### src/rtl/sram_ctrl.sv
// Sequences cs_n/oe_n/we_n for a 256Kx8 async SRAM from a single cs/we request; all outputs registered.
// Ack lands 2+RD_CYCLES (read) / 2+WR_CYCLES (write) cycles after the request; master holds the request until ack.
module sram_ctrl #(
    parameter int RD_CYCLES   = 2,
    parameter int WR_CYCLES   = 3,
    parameter int TURN_CYCLES = 1
) (
    input  logic        i_clk,
    input  logic        i_reset,
    input  logic [15:0] i_addr,
    input  logic [1:0]  i_bank,
    input  logic [7:0]  i_dat,
    input  logic        i_we,
    input  logic        i_cs,
    output logic [7:0]  o_dat,
    output logic        o_ack,
    output logic        o_busy,
    output logic [17:0] o_sram_addr,
    output logic [7:0]  o_sram_dat,
    input  logic [7:0]  i_sram_dat,
    output logic        o_sram_drive,
    output logic        o_sram_cs_n,
    output logic        o_sram_oe_n,
    output logic        o_sram_we_n
);

    localparam int MAX_CYC = (RD_CYCLES > WR_CYCLES)
                           ? ((RD_CYCLES > TURN_CYCLES) ? RD_CYCLES : TURN_CYCLES)
                           : ((WR_CYCLES > TURN_CYCLES) ? WR_CYCLES : TURN_CYCLES);
    localparam int CW = (MAX_CYC > 1) ? $clog2(MAX_CYC) : 1;

    typedef enum logic [2:0] {
        IDLE,
        SETUP,
        READ,
        WRITE,
        DONE,
        RECOVER
    } state_t;

    state_t          state, state_nxt;
    logic [CW-1:0]   cnt, cnt_nxt;
    logic            we_q, we_nxt;
    logic            start;

    always_comb begin
        state_nxt = state;
        cnt_nxt   = cnt;
        start     = 1'b0;
        case (state)
            IDLE: begin
                if (i_cs) begin
                    state_nxt = SETUP;
                    start     = 1'b1;
                end
            end
            SETUP: begin
                state_nxt = we_q ? WRITE : READ;
                cnt_nxt   = we_q ? CW'(WR_CYCLES - 1) : CW'(RD_CYCLES - 1);
            end
            READ, WRITE: begin
                if (cnt == '0) state_nxt = DONE;
                else           cnt_nxt   = cnt - 1'b1;
            end
            DONE: begin
                state_nxt = RECOVER;
                cnt_nxt   = CW'(TURN_CYCLES - 1);
            end
            RECOVER: begin
                // The last recovery cycle doubles as the idle sample point so
                // back-to-back requests keep the 2+RD/WR+TURN period.
                if (cnt == '0) begin
                    if (i_cs) begin
                        state_nxt = SETUP;
                        start     = 1'b1;
                    end else begin
                        state_nxt = IDLE;
                    end
                end else begin
                    cnt_nxt = cnt - 1'b1;
                end
            end
            default: state_nxt = IDLE;
        endcase
        we_nxt = start ? i_we : we_q;
    end

    always_ff @(posedge i_clk) begin
        if (i_reset) begin
            state        <= IDLE;
            cnt          <= '0;
            we_q         <= 1'b0;
            o_sram_addr  <= '0;
            o_sram_dat   <= '0;
            o_dat        <= '0;
            o_ack        <= 1'b0;
            o_busy       <= 1'b0;
            o_sram_cs_n  <= 1'b1;
            o_sram_oe_n  <= 1'b1;
            o_sram_we_n  <= 1'b1;
            o_sram_drive <= 1'b0;
        end else begin
            state <= state_nxt;
            cnt   <= cnt_nxt;
            we_q  <= we_nxt;
            if (start) begin
                o_sram_addr <= {i_bank, i_addr};
                o_sram_dat  <= i_dat;
            end
            if (state == READ && cnt == '0) o_dat <= i_sram_dat;
            // Strobes are decoded from the next state so every pin comes straight off a flop.
            o_ack        <= (state_nxt == DONE);
            o_busy       <= (state_nxt != IDLE);
            o_sram_cs_n  <= !(state_nxt inside {SETUP, READ, WRITE, DONE});
            o_sram_oe_n  <= (state_nxt != READ);
            o_sram_we_n  <= (state_nxt != WRITE);
            o_sram_drive <= we_nxt && (state_nxt inside {SETUP, WRITE, DONE});
        end
    end

endmodule

### config.mk
export PLATFORM = sky130hd
export DESIGN_NAME = sram_ctrl
export DESIGN_NICKNAME = d
export VERILOG_FILES = /design/src/rtl/sram_ctrl.sv
export SDC_FILE = /design/constraint.sdc
export NUM_CORES = 1
export LEC_CHECK = 0
export ABC_AREA = 1
export BUFFER_PORTS_ARGS = -buffer_cell sky130_fd_sc_hd__buf_2
export CAP_MARGIN = 20
export CORE_MARGIN = 3
export CORE_UTILIZATION = 40
export CTS_CLUSTER_DIAMETER = 50
export CTS_CLUSTER_SIZE = 16
export DETAILED_ROUTE_END_ITERATION = 16
export GPL_ROUTABILITY_DRIVEN = 0
export HOLD_SLACK_MARGIN = 0.1
export PLACE_DENSITY_LB_ADDON = 0.05
export SETUP_SLACK_MARGIN = 0.15
export SLEW_MARGIN = 10
export SYNTH_ARGS = -nofsm -noshare
export SYNTH_HDL_FRONTEND = slang
export SYNTH_SLANG_ARGS = --single-unit
### constraint.sdc
create_clock -name i_clk -period 1.9 [get_ports i_clk]
set_clock_uncertainty 0.2 [all_clocks]
set_input_delay 0.285 -clock i_clk [delete_from_list [all_inputs] [get_ports i_clk]]
set_output_delay 0.285 -clock i_clk [all_outputs]
set_load 0.005 [all_outputs]
# After elaboration in Yosys (flattened, before gate mapping)
# Cells that the tools add are included.
# op_classes
mul	0
mux	13
n_div	0
n_reduce_logical	12
n_addsub	1
eq_ne	12
shifts	0
n_bitwise	0
order_cmp	0
# op_table
op	n
$pmux W3 S5	1
$eq A3 B2 Y1 const B	4
$eq A3 B3 Y1 const B	3
$mux W3	3
$reduce_bool A3 Y1	3
$eq A3 B1 Y1 const B	2
$ne A3 B2 Y1 const B	2
$pmux W2 S3	1
$mux W1	5
$mux W2	2
$reduce_bool A4 Y1	1
$logic_not A3 Y1	1
$reduce_or A3 Y1	1
$logic_and A1 B1 Y1	2
$logic_not A2 Y1	1
$ne A2 B2 Y1 const B	1
$pmux W1 S2	1
$reduce_and A2 Y1	1
$reduce_or A2 Y1	1
$sub A2 B1 Y2 const B	1
$logic_not A1 Y1	1
# totals
wordCells	50
mem_bits_ro	0
regBits	46
ramBits	0
latchBits	0
n_memories	0
in_bits	38
out_inout_bits	40

# Logic depth before layout (Yosys ltp)
# logic_depth
ltp_word	6
ltp_mapped	10
depth_no_buf	10

# Worst setup path after synthesis
# OpenSTA, ideal clock, no wires.
# synth_path
path_kind	reg-to-reg
startpoint	register cnt[0]
endpoint	register o_sram_addr[4]
required_ns	1.584
t_arrival_ns	1.177
setup_slack_ns	0.407
period_less_slack_ns	1.493
path_buffers	1
setup_ns	0.116
stages_incl_launch_ff	10
cell_sequence	dfxtp_1 inv_1 ha_1 nand2_1 inv_1 nand3_4 nand2_8 buf_6 o21ai_0 nor2_1
# synth_between
elab_chain_cells	3
# synth_rtl
item	line	source
start: declaration	42	logic [CW-1:0] cnt, cnt_nxt;
start signal: assignment	104	cnt <= cnt_nxt;
$logic_not A2 Y1	72	if (cnt == '0) begin
$mux W1	72	
$pmux W1 S2	50	case (state)
end signal: assignment	107	o_sram_addr <= {i_bank, i_addr};
end: declaration	18	output logic [17:0] o_sram_addr,
# No other way between the ends.
# A chain may end at the register's enable or synchronous reset.

# Final worst setup path
# layout_path
startpoint	register cnt[0]
endpoint	register o_sram_addr[15]
# Same word-level chain as after synthesis.

==> impl_metrics.yaml <==
run_status:
  status: "complete, no violations"
setup_path:
  crit_start: "cnt[0]"
  r2r-start: "cnt[0]"
  critical_path_class: "reg -> reg"
  worstPathMaxFanout: 13
  end_kind: "register"
  path_common_cell: "inv_1"
  cp-start-kind: "register"
  crit_slowest_cell: "dfxtp_1"
  cpPeakStageDelay_ns: 0.33
  path_cells: "inv_1 -> ha_1 -> nand2_1 -> inv_1 -> nand3_4 -> buf_12 -> nand2_4 -> o21ai_0 -> nor2_1"
  crit_required_ns: 1.90
  critPathArrivalTime_ns: 1.63
power_and_ir_drop:
  leakage_nw: 1.395
  design_power_total_mw: 3.086
  p_int_mw: 2.023
  clkPwrFrac_pct: 22.9
  power_density_mw_per_mm2: 1091
  irDropWorstVdd_mv: 0.4945
  p_sw_share_pct: 34.43
  power.switching_mw: 1.062
  sequentialPowerShare_pct: 41.5
  comb_power_share_pct: 35.5
timing:
  slew_violations: 0
  worst_pin_slew_ns: 0.3296
  finalSetupViolations: 0
  holdWs_ns: 0.2834
  finalHoldViolations: 0
  fin_setup_tns_ns: 0
  relSlewSlack_pct: 77.94
  fmax_mhz: 611.7
  post-route-min-period_ns: 1.635
  finalCritPeriodShare_pct: 86.04
  rsz0062_at_grt: "true"
final_layout:
  fin_area_mm2: 0.002828
  fillers: 408
  antenna_cells: 0
  finalCoreUtilization_pct: 63.20
  drive_above_1_share_pct: 35.67
  syn_to_final_growth_pct: 49.37
  fin_nets: 395
drt:
  antenna_left: 0
  viasPerCell: 4.632
  remaining_drc_errors: 0
  routedWlPerCell_um: 11.97
  drtPass1Iterations: 4
  num_vias: 1890
  totalWireLength_mm: 4.883
  drt-initial-drc-count: 53
floorplan:
  start_util_pct: 42.31
  die_h_um: 74.80
  die-width_um: 74.80
  rows: 24
  die-area_mm2: 0.005594
  core_area_mm2: 0.004474
  boundaryPins: 78
global_routing:
  antenna_found_initial: 0
  gr-total-overflow: 0
  grt_pass1_wl_mm: 7.334
  grt_max_degree: 29
  grt_pass1_vias: 1630
  track_usage_pct: 16.90
hold_path:
  hold_class: "reg -> reg"
  min_from: "o_dat[1]"
synthesis:
  yosysWarningCount: 0
  yosys.cell_count.top_type: "nor2_1"
  synth_largest_area_cell: "dfxtp_1"
  synth_cells: 237
  syn_nets: 277
  synth_top_area_share_pct: 48.65
  synth-edff-count: 0
  yosysUniqueCellTypes: 27
  yosysSeqAreaShare_pct: 48.65
  async_flop_share_pct: 0
  synthTopCellsByArea: "dfxtp_1, nor2_1, o21ai_1, nor2_2, nand2_1"
  synth_seq_cells: 46
  synth_top_cells_by_count: "nor2_1, dfxtp_1, o21ai_1"
  ys.flop_type: "dfxtp_1"
  synthesis.area_mm2: 0.001893
  synth_area_per_cell_um2: 7.988
cts:
  clk_latency_ns: 0.29
  cts_buffers: 5
  clkSinkCount: 46
  cts_tree: "built"
  path_clk_slew_ns: 0.08
  htree_levels: 2
  root_buffer: "clkbuf_8"
  clock_path_buffers: 2
placement:
  dpl_cell_area_mm2: 0.002298
  port_buffers: 77
  hpwl_mm: 3.076
flow_run:
  drv_cap: 0
[cell families (layout without fill, tap and decap cells)]
group                      Yosys count  after routing  share of synthesized area [%]
AOI/OAI and AO/OA                   41             41                          11.63
adders and majority gates            2              2                          1.322
buffers and inverters               26            143                          7.468
DFF                                 46             46                          48.64
and+or+nand+nor                    122            124                          30.93
[layout by cell type (no fill, tap or decap), drive strengths merged]
master and n:
ha 2, nand4 1, nor2 86, buf 82, nand3 8, nand2 28
o21ai 38, dlygate4sd3 36, clkbuf 7, inv 17, dfxtp 46, bufinv 1
nor3 1, a21oi 3
[routing by layer]
metal  wire, um  global-route usage, %
met1       2139                  20.64
met2       2345                  28.10
met3        357                  5.340
met4         40                  5.929
met5          0                      0
[sequential cells by signal, indices dropped and copies added (netlist names), 2 cells and up]
| signal | flops |
|---|---|
| o_dat | 8 |
| cnt | 2 |
| o_sram_addr | 18 |
| state | 3 |
| o_sram_dat | 8 |
[per-stage QoR]
step / cells / worst slack [ns]
after floorplan: 237 / 0.4071
after global placement: 359 / 0.2785
after detailed placement: 359 / 0.2361
after CTS: 403 / 0.2234
after global routing: 408 / 0.1462
final: 408 / 0.2653
[timing repair]
item                                    in CTS  in global routing
hold buffers                                36                  0
endpoints found under the hold margin       39                  0
gates resized for setup                      0                  3
buffers inserted                             0                  3
endpoints found under the setup margin       0                 29
[worst max-delay path: cells and delay by family, from the launching register on]
family                     cells  cell delay, ns
and+or+nand+nor                4            0.35
DFF                            1            0.33
buffers and inverters          3            0.26
adders and majority gates      1            0.22
AOI/OAI and AO/OA              1            0.17
[layout make-up]
| type | instances | area, um2 | area share, % |
|---|---|---|---|
| clock buffer | 7 | 76.32 | 2.699 |
| clock inverter | 1 | 30.03 | 1.062 |
| inverter | 17 | 71.32 | 2.522 |
| multi-input combinational | 167 | 855.8 | 30.27 |
| sequential | 46 | 920.9 | 32.57 |
| tap | 52 | 65.06 | 2.301 |
| timing repair buffer | 118 | 808.3 | 28.58 |
[path summary, 6_finish.rpt]
path / cells after the start / slack, ns / endpoint
setup / recovery: 9 / 0.27 / o_sram_addr[15]
hold / removal: 2 / 0.28 / o_dat[1]
setup reg to reg: 9 / 0.27 / o_sram_addr[15]
hold reg to reg: 2 / 0.28 / o_dat[1]
[power by group through the flow]
| stage | logic (mW) | clock network (mW) | registers (mW) |
|---|---|---|---|
| after floorplan | 0.694 | 0 | 1.31 |
| after global placement | 0.987 | 0 | 1.30 |
| after detailed placement | 1.00 | 0 | 1.30 |
| after CTS | 1.06 | 0.732 | 1.28 |
| after global routing | 1.24 | 0.770 | 1.31 |
| final | 1.10 | 0.708 | 1.28 |
Power figures use the tool's default switching activity.
